==> config.mk <==
export PLATFORM = sky130hd
export DESIGN_NAME = serial_subtractor_flat
export DESIGN_NICKNAME = d
export VERILOG_FILES = /design/src/rtl/serial_subtractor_if.sv /design/src/rtl/serial_subtractor.sv /design/src/flat_wrapper.sv
export SDC_FILE = /design/constraint.sdc
export NUM_CORES = 1
export LEC_CHECK = 0
export BUFFER_PORTS_ARGS = -buffer_cell sky130_fd_sc_hd__buf_2
export CAP_MARGIN = 10
export CORE_ASPECT_RATIO = 0.8
export CORE_MARGIN = 2
export CORE_UTILIZATION = 56
export CTS_CLUSTER_SIZE = 30
export DETAILED_ROUTE_END_ITERATION = 8
export GPL_ROUTABILITY_DRIVEN = 0
export PLACE_DENSITY = 0.89
export SLEW_MARGIN = 20
export SYNTH_ARGS = -nofsm -noshare
export SYNTH_HDL_FRONTEND = slang
export SYNTH_SLANG_ARGS = --single-unit
==> constraint.sdc <==
create_clock -name clk -period 2.8 [get_ports clk]
set_input_delay 0.14 -clock clk [delete_from_list [all_inputs] [get_ports clk]]
set_output_delay 0.14 -clock clk [all_outputs]
set_load 0.005 [all_outputs]
==> src/rtl/serial_subtractor_if.sv <==
// Valid/ready operand and result channels of the bit-serial subtractor.
// The master side presents A/B and consumes D plus flags.
interface serial_subtractor_if #(
    parameter int WIDTH = 8
);
    logic             in_valid;
    logic             in_ready;
    logic [WIDTH-1:0] A;
    logic [WIDTH-1:0] B;
    logic             out_valid;
    logic             out_ready;
    logic [WIDTH-1:0] D;
    logic             BORROW;
    logic             V;
    logic             Z;

    modport master (
        output in_valid, A, B, out_ready,
        input  in_ready, out_valid, D, BORROW, V, Z
    );

    modport slave (
        input  in_valid, A, B, out_ready,
        output in_ready, out_valid, D, BORROW, V, Z
    );
endinterface

==> src/rtl/serial_subtractor.sv <==
// Bit-serial A - B, LSB first, one full-subtractor cell plus a borrow flop.
// Results are held in DONE until the consumer takes them.
module serial_subtractor #(
    parameter int WIDTH = 8
) (
    input logic clk,
    input logic rst,
    serial_subtractor_if.slave bus
);
    localparam int CW = (WIDTH > 1) ? $clog2(WIDTH) : 1;

    typedef enum logic [1:0] {
        IDLE,
        RUN,
        DONE
    } state_t;

    state_t           r_state;
    logic [WIDTH-1:0] r_a;
    logic [WIDTH-1:0] r_b;
    logic [WIDTH-1:0] r_res;
    logic [WIDTH-1:0] r_d;
    logic [CW-1:0]    r_cnt;
    logic             r_borrow;
    logic             r_in_ready;
    logic             r_out_valid;
    logic             r_bo;
    logic             r_v;
    logic             r_z;

    logic             w_a0;
    logic             w_b0;
    logic             w_d;
    logic             w_bout;
    logic             w_last;
    logic [WIDTH-1:0] w_res_next;

    assign w_a0   = r_a[0];
    assign w_b0   = r_b[0];
    assign w_d    = w_a0 ^ w_b0 ^ r_borrow;
    assign w_bout = (~w_a0 & w_b0) | (~(w_a0 ^ w_b0) & r_borrow);
    assign w_last = (r_cnt == CW'(WIDTH - 1));

    // New difference bit enters at the MSB so the word ends LSB-aligned
    assign w_res_next = (r_res >> 1) | (WIDTH'(w_d) << (WIDTH - 1));

    always_ff @(posedge clk or posedge rst) begin
        if (rst) begin
            r_state     <= IDLE;
            r_a         <= '0;
            r_b         <= '0;
            r_res       <= '0;
            r_d         <= '0;
            r_cnt       <= '0;
            r_borrow    <= 1'b0;
            r_in_ready  <= 1'b1;
            r_out_valid <= 1'b0;
            r_bo        <= 1'b0;
            r_v         <= 1'b0;
            r_z         <= 1'b0;
        end else begin
            unique case (r_state)
                IDLE: begin
                    if (bus.in_valid && r_in_ready) begin
                        r_a        <= bus.A;
                        r_b        <= bus.B;
                        r_res      <= '0;
                        r_borrow   <= 1'b0;
                        r_cnt      <= '0;
                        r_in_ready <= 1'b0;
                        r_state    <= RUN;
                    end
                end
                RUN: begin
                    r_a      <= r_a >> 1;
                    r_b      <= r_b >> 1;
                    r_res    <= w_res_next;
                    r_borrow <= w_bout;
                    r_cnt    <= r_cnt + 1'b1;
                    if (w_last) begin
                        // r_borrow here is the borrow into the MSB
                        r_d         <= w_res_next;
                        r_bo        <= w_bout;
                        r_v         <= r_borrow ^ w_bout;
                        r_z         <= (w_res_next == '0);
                        r_out_valid <= 1'b1;
                        r_state     <= DONE;
                    end
                end
                DONE: begin
                    if (bus.out_ready) begin
                        r_out_valid <= 1'b0;
                        r_in_ready  <= 1'b1;
                        r_state     <= IDLE;
                    end
                end
                default: begin
                    r_state <= IDLE;
                end
            endcase
        end
    end

    assign bus.in_ready  = r_in_ready;
    assign bus.out_valid = r_out_valid;
    assign bus.D         = r_d;
    assign bus.BORROW    = r_bo;
    assign bus.V         = r_v;
    assign bus.Z         = r_z;
endmodule
==> src/flat_wrapper.sv <==
// flat-port wrapper written by rule: the top's interface ports become plain ports
module serial_subtractor_flat 
#(
    parameter int WIDTH = 8
)
  (clk, rst, bus_in_valid, bus_A, bus_B, bus_out_ready, bus_in_ready, bus_out_valid, bus_D, bus_BORROW, bus_V, bus_Z);
  serial_subtractor_if #(.WIDTH(WIDTH)) bus_i ();
  input logic clk;
  input logic rst;
  input wire logic [$bits(bus_i.in_valid)-1:0] bus_in_valid;
  input wire logic [$bits(bus_i.A)-1:0] bus_A;
  input wire logic [$bits(bus_i.B)-1:0] bus_B;
  input wire logic [$bits(bus_i.out_ready)-1:0] bus_out_ready;
  output wire logic [$bits(bus_i.in_ready)-1:0] bus_in_ready;
  output wire logic [$bits(bus_i.out_valid)-1:0] bus_out_valid;
  output wire logic [$bits(bus_i.D)-1:0] bus_D;
  output wire logic [$bits(bus_i.BORROW)-1:0] bus_BORROW;
  output wire logic [$bits(bus_i.V)-1:0] bus_V;
  output wire logic [$bits(bus_i.Z)-1:0] bus_Z;
  assign bus_i.in_valid = bus_in_valid;
  assign bus_i.A = bus_A;
  assign bus_i.B = bus_B;
  assign bus_i.out_ready = bus_out_ready;
  assign bus_in_ready = bus_i.in_ready;
  assign bus_out_valid = bus_i.out_valid;
  assign bus_D = bus_i.D;
  assign bus_BORROW = bus_i.BORROW;
  assign bus_V = bus_i.V;
  assign bus_Z = bus_i.Z;
  serial_subtractor #(.WIDTH(WIDTH)) u_core (.clk(clk), .rst(rst), .bus(bus_i));
endmodule
Word level (Yosys, flattened, before mapping). Index checks and enable logic that the tools add are counted.

Register bits: 43. Bits of input ports: 20. Output and inout bits: 13. Logic and storage cells: 58.

Add/sub/neg operators: 1. Equality and inequality tests: 6. Mux-type cells: 19. Bitwise gates (word level): 9. Reduce and logical (&&, ||, !) cells: 11.

Operators with widths (number): 8-bit one-hot mux with 2 select lines (3); 8-bit two-way mux (3); 3-bit AND reduction (3); 8-bit zero test (1); 7-bit by 8-bit OR with 8-bit output (1); 2-bit two-way mux (3); 1-bit one-hot mux with 2 select lines (3); 2-bit one-hot mux with 3 select lines (1); 3-bit one-hot mux with 2 select lines (1); 2-bit nonzero test (3); 1-bit two-way mux (4); 2-bit by 1-bit != test with 1-bit output, second input constant (2); 2-bit AND reduction (2); 3-bit by 1-bit adder with 3-bit output, second input constant (1); 3-bit equality test, second input constant (1); 3-bit two-way mux (1); 1-bit XOR (3); 1-bit bitwise AND (2); 2-bit by 1-bit equality test with 1-bit output, second input constant (1); 2-bit equality test, second input constant (1); 2-bit zero test (1); 2-bit != test, second input constant (1); 1-bit NOT (2); 1-bit logical AND (1); 1-bit OR (1).

Logic depth before layout (Yosys ltp). Gate-level depths: netlist of the first run.

Depth in word-level cells: 5. Gate-level depth with buffers: 6. Gate-level depth less buffers: 5.

Worst setup path after synthesis of the first run. OpenSTA, ideal clock, no wires.

Path kind: reg2reg. Start: register u_core.r_cnt[0]. End: register u_core.r_d[0], in the netlist u_core.bus.D[0]. Setup time: 0.125 ns. Data arrival time: 1.505 ns. Data required time: 2.675 ns. Slack: 1.171 ns. Stages on the path, launching flop included: 6. Buffers on the path: 1. Clock period less this slack: 1.629 ns. Path through: dfrtp_1 > ha_1 > ha_1 > nand3b_1 > buf_2 > mux2_2.

Longest elaborated chain between the ends: 2.

Ends and longest elaborated chain: from (decl) (line serial_subtractor.sv:23) `logic [CW-1:0] r_cnt;`; from (signal assigned) (line serial_subtractor.sv:79) `r_cnt <= r_cnt + 1'b1;`; 3-bit equality test (line serial_subtractor.sv:42) `assign w_last = (r_cnt == CW'(WIDTH - 1));`; 2-bit AND reduction (no line); to (signal assigned) (line serial_subtractor.sv:82) `r_d <= w_res_next;`; to (decl) (line serial_subtractor.sv:22) `logic [WIDTH-1:0] r_d;`.

No other way between the ends. A chain may end at the register's enable or synchronous reset.

Worst setup path after layout of the first run.
Start: register u_core.r_state[0]. End: register u_core.r_a[2].

Longest elaborated chain between the ends: 3. Elaborated cells on any way between the ends: 6. Those cells by class: eq/ne (2); mux (1); reduce/logical (3).

Ends and longest elaborated chain: from (decl) (line serial_subtractor.sv:18) `state_t r_state;`; from (signal assigned) (line serial_subtractor.sv:49) `r_state <= IDLE;`; from (signal assigned) (line serial_subtractor.sv:71) `r_state <= RUN;`; from (signal assigned) (line serial_subtractor.sv:87) `r_state <= DONE;`; 2-bit by 1-bit equality test with 1-bit output / 2-bit zero test (equally long branches) (line serial_subtractor.sv:62) `unique case (r_state)`; 2-bit nonzero test (no line) / 2-bit by 1-bit != test with 1-bit output (equally long branches); 2-bit AND reduction (no line); to (signal assigned) (line serial_subtractor.sv:65) `r_a <= bus.A;`; to (signal assigned) (line serial_subtractor.sv:75) `r_a <= r_a >> 1;`; to (decl) (line serial_subtractor.sv:19) `logic [WIDTH-1:0] r_a;`.

Parallel ways exist; a longest one is shown, timed or not.

==> flow_summary.yaml, run 1 <==
status:
  outcome: "finished, final reports clean"
worst_hold_path:
  min_delay_path_depth: 2
  hold_class: "in2reg"
setup_path:
  rrSetupSlack_ps: 910
  worstRegToRegCells: 4
  cp_max_fo: 23
  critPathLaunchType: "register"
  crit_required_ps: 2950
  path_class: "reg2reg"
  crit_path_end_kind: "register"
  cp.arrival_ps: 2040
sta:
  finalMaxSlewViolations: 0
  tns_ps: 0
  fmax_mhz: 530.2
  max_slew_margin_pct: 39.98
  fin_crit_ps: 1886
  setup_viol: 0
  post-route-period-util_pct: 67.36
  tightestPinTransition_ps: 896.3
  setup_ws_ps: 914.0
  hold_violations: 0
  rsz0062_at_grt: "false"
  fin_skew_ps: 7.565
synthesis:
  synth_top_cell_area_share_pct: 55.48
  yosysSeqAreaShare_pct: 56.90
  avgSynthCellArea_um2: 10.75
  syn_nets: 195
  yosysUniqueCellTypes: 29
  syn-cell-area_um2: 1849
  synthCells: 172
  yosys-top-cells-area: "dfrtp_1 55%, nand2_1 8.7%, mux2i_1 7.0%, o21ai_0 4.9%, mux2_2 4.9%"
  ys_ff_latch: 42
  yosysWarnings: 0
  yosys.area.top_type: "dfrtp_1"
finish:
  nets: 227
  stdcell_count: 245
  drive_gt1_share_pct: 27.32
  antennaDiodeCount: 0
  area_growth_syn_to_layout_pct: 14.89
power_and_ir_drop:
  finalPower_mw: 1.038
  power_density_nw_per_um2: 488.7
  ir_drop_v: 0.0003244
  leakage_nw: 0.9482
route:
  drt_iter0_drc: 65
  drc: 0
  vias: 1328
  detail-route-antenna-nets: 0
  wl_per_cell_um: 14.07
  first_pass_iters: 4
  totalWireLength_um: 3446
  routed_via_density: 5.420
placed_design:
  place_ws_ps: 946.3
  hpwlAfterDp_um: 2274
  port_buffers: 32
  dp_cells: 236
grt:
  grt_usage_pct: 20.68
  overflow: 0
  grt_max_degree: 43
  grt_antenna_before_repair: 0
  grt_pass1_vias: 1245
  grt_pass1_wl_um: 5692
run:
  drv_cap: 0
floorplan:
  die_w_um: 68.25
  core_um2: 3131
  die-area_um2: 3781
  ioPinCount: 33
  placementRows: 18
  die_height_um: 55.40
  start_util_pct: 59.07
cts:
  clk_latency_ps: 300
  numClockSinks: 42
  cts.path.max_buffers: 2
  path_clk_slew_ps: 80
  cts_buffers: 5
  cts_root_buf: "clkbuf_8"
  h-tree-depth: 2
  cts_tree: "yes"
## critical path, cell delays in order (launching register included)
cell and delay [ps]:
dfrtp_1 500, nor4bb_4 530, buf_4 400, mux2i_1 240, o21ai_1 80
## stage by stage
step                hold WS, ps  util [%]  area, um2
finish                    50.52     67.87       2125
global route              65.68     67.87       2125
CTS                       47.53     67.87       2125
detailed placement        295.0     64.51       2019
global placement          289.9     64.51       2019
floorplan                 226.3         -       1849
## cell usage in the layout (no fill, tap or decap), types with 4 or more instances in the layout
| cell type | n |
|---|---|
| clkbuf_8 | 6 |
| mux2i_1 | 13 |
| mux2_2 | 8 |
| o21ai_1 | 11 |
| dfrtp_1 | 41 |
| buf_2 | 32 |
| nand2_1 | 43 |
| buf_4 | 4 |
| o21ai_0 | 18 |
| inv_1 | 5 |
## path summary, 6_finish.rpt
kind | start | end
min reg2reg | u_core.bus.Z | u_core.bus.Z
max reg2reg | u_core.r_state[0] | u_core.r_a[2]
max | u_core.r_state[0] | u_core.r_a[2]
min | bus_out_ready | u_core.r_state[1]
max in group asynchronous | rst | u_core.bus.in_ready
min in group asynchronous | rst | u_core.bus.D[7]
## report_power, final
group	switching [mW]	total (mW)	internal, mW
combinational	0.0159	0.0285	0.0126
clock	0.206	0.404	0.198
sequential	0	0.606	0.606
total	0.222	1.04	0.817
## layout make-up
cell class                 instances  area [um2]
clock buffer                       6       82.58
sequential                        42        1052
tap                               40       50.05
fill                             239        1006
inverter                           5       18.77
clock inverter                     2       12.51
timing repair buffer              37       200.2
multi-input combinational        113       708.2
## flip-flops by register name, indices dropped and copies added (netlist names), 2 cells and up
name,count
u_core.r_a,8
u_core.bus.D,8
u_core.r_res,7
u_core.r_cnt,3
u_core.r_b,8
u_core.r_state,2
## Yosys cell counts, drive strengths merged
cell type  count
nor4           1
a21oi          3
mux2i         13
xnor2          1
nand2         43
o31ai          1
o22ai          1
o311ai         1
nand2b         1
nor2b          1
buf           10
o21bai         1
nor2           1
ha             2
nor4b          1
dfstp          1
dfrtp         41
nand3b         2
nor4bb         1
fa             1
o21ai         30
inv            5
clkbuf         2
mux2           8
## timing repair
item / CTS / global route
buffers inserted: 0 / 0
hold endpoints to repair: 41 / 0
hold buffers: 1 / 0
gates resized for setup: 0 / 0
## metal layers
metal / up-vias / global-route usage (%) / routed length (um)
met5: - / 0 / 0
met4: 0 / 5.143 / 41
met3: 6 / 7.739 / 194
met2: 36 / 31.35 / 1668
met1: 642 / 28.18 / 1542
li1: 644 / - / -
## cells by family after synthesis
group           share of synthesized area [%]
simple gates                            11.77
flops                                   56.90
compound gates                          10.76
mux                                     11.91
buf+inv                                 5.751
fa+ha+maj                               2.436
xor+xnor                               0.4737
Power figures use the tool's default switching activity.
==> inputs of run 2 (changes only) <==
- CORE_UTILIZATION: 56 -> 54
- PLACE_DENSITY: 0.89 -> 0.87
- clock period: 2.8 -> 1.95 ns (I/O delays scaled with it)
==> run 2 against run 1 <==
Sequential cell count unchanged. Wire length decreased by 2.7%. Via count is 0.83% higher. Setup slack got worse by 560 ps. Sequential power rose by 44%. Hold slack got worse by 39 ps. Count of clock-buffer cells in the layout fell by 1. Combinational power up 45%. Largest cell class unchanged.
==> flow_summary.yaml, run 2 (synthesis results as in run 1) <==
status:
  outcome: "finished, final reports clean"
grt:
  grt_max_degree: 43
  grt_pass1_wl_um: 5830
  overflow: 0
  grt_usage_pct: 19.10
  grt_antenna_before_repair: 0
  grt_pass1_vias: 1318
run:
  drv_cap: 0
cts:
  h-tree-depth: 2
  cts_resized: 0
  cts.path.max_buffers: 2
  clk_latency_ps: 290
  numClockSinks: 42
  path_clk_slew_ps: 80
  cts_buffers: 5
  cts_root_buf: "clkbuf_8"
  cts_tree: "yes"
power_and_ir_drop:
  power_density_nw_per_um2: 732.9
  ir_drop_v: 0.0005323
  leakage_nw: 0.9664
floorplan:
  placementRows: 18
  die-area_um2: 3911
  core_um2: 3176
  start_util_pct: 58.23
  die_height_um: 56.34
  ioPinCount: 33
  die_w_um: 69.43
sta:
  post-route-period-util_pct: 81.82
  finalMaxSlewViolations: 0
  setup_viol: 0
  setup_ws_ps: 354.5
  fin_skew_ps: 6.126
  fin_crit_ps: 1596
  rsz0062_at_grt: "false"
  hold_violations: 0
  max_slew_margin_pct: 58.41
  tightestPinTransition_ps: 623.9
  fmax_mhz: 626.8
  tns_ps: 0
  holdWs_ps: 11.75
route:
  routed_via_density: 5.399
  totalWireLength_um: 3354
  wl_per_cell_um: 13.52
  drc: 0
  drt_iter0_drc: 67
  vias: 1339
  detail-route-antenna-nets: 0
  first_pass_iters: 4
placed_design:
  place_ws_ps: 359.5
  port_buffers: 32
  hpwlAfterDp_um: 2428
  place_area_um2: 2042
setup_path:
  cp_slowest_stage_delay_ps: 590
  cpLargestDelayFamily: "adder cells"
  crit_slowest_cell: "fa_1"
  path_class: "reg2reg"
  cp_max_fo: 3
  crit_required_ps: 2160
  path_cells: "fa_1 > nor4b_1 > nand2_1 > o21ai_0"
  crit_buf_inv: 0
  cp.arrival_ps: 1810
  crit_path_end_kind: "register"
  critPathLaunchType: "register"
finish:
  mostFrequentLayoutCells: "43 x nand2_1, 41 x dfrtp_1, 32 x buf_2"
  drive_gt1_share_pct: 28.37
  nets: 230
  final_area_um2: 2166
  area_growth_syn_to_layout_pct: 17.12
  antennaDiodeCount: 0
  layout_commonest_cell: "nand2_1"
worst_hold_path:
  hold_class: "in2reg"
-- run 2: path summary, 6_finish.rpt --
check,start,cells after the start,endpoint,slack [ps]
max in group asynchronous,rst,4,u_core.bus.in_ready,1110
hold / removal,bus_out_ready,2,u_core.r_state[1],10
hold reg to reg,u_core.r_a[5],2,u_core.r_a[4],490
min in group asynchronous,rst,4,u_core.bus.D[7],470
setup / recovery,u_core.r_b[0],4,u_core.bus.Z,350
setup reg to reg,u_core.r_b[0],4,u_core.bus.Z,350
-- run 2: layout make-up --
class	instances	area, um2
multi-input combinational	113	708.2
fill	240	1010
clock buffer	5	68.82
clock inverter	3	45.04
tap	40	50.05
inverter	5	18.77
timing repair buffer	40	222.7
sequential	42	1052
-- run 2: per-layer routing --
| layer | global-route usage, % | part of all wire [%] | routed length, um | vias up |
|---|---|---|---|---|
| met5 | 0 | 0 | 0 | - |
| met1 | 25.00 | 44 | 1474 | 652 |
| met3 | 4.847 | 4.7 | 156 | 5 |
| met4 | 8.403 | 1.3 | 42 | 0 |
| li1 | - | - | - | 650 |
| met2 | 30.36 | 50 | 1681 | 32 |
-- run 2: where the power goes --
| part | switching [mW] | internal, mW | total (mW) |
|---|---|---|---|
| registers | 0 | 0.870 | 0.870 |
| clock network | 0.295 | 0.381 | 0.676 |
| logic | 0.0231 | 0.0180 | 0.0412 |
| total | 0.319 | 1.27 | 1.59 |
-- run 2: per-stage QoR --
step / cells / utilization [%] / power [mW]
2_1_floorplan: 172 / - / 0.9022
3_3_place_gp: 239 / 64.30 / 0.9278
3_5_place_dp: 239 / 64.30 / 0.9286
4_1_cts: 248 / 68.20 / 1.606
5_1_grt: 248 / 68.20 / 1.664
6_report: 248 / 68.20 / 1.587
-- run 2: timing repair --
item | CTS | global route
hold buffers | 1 | 0
buffers inserted | 0 | 0
endpoints found under the hold margin | 41 | 0
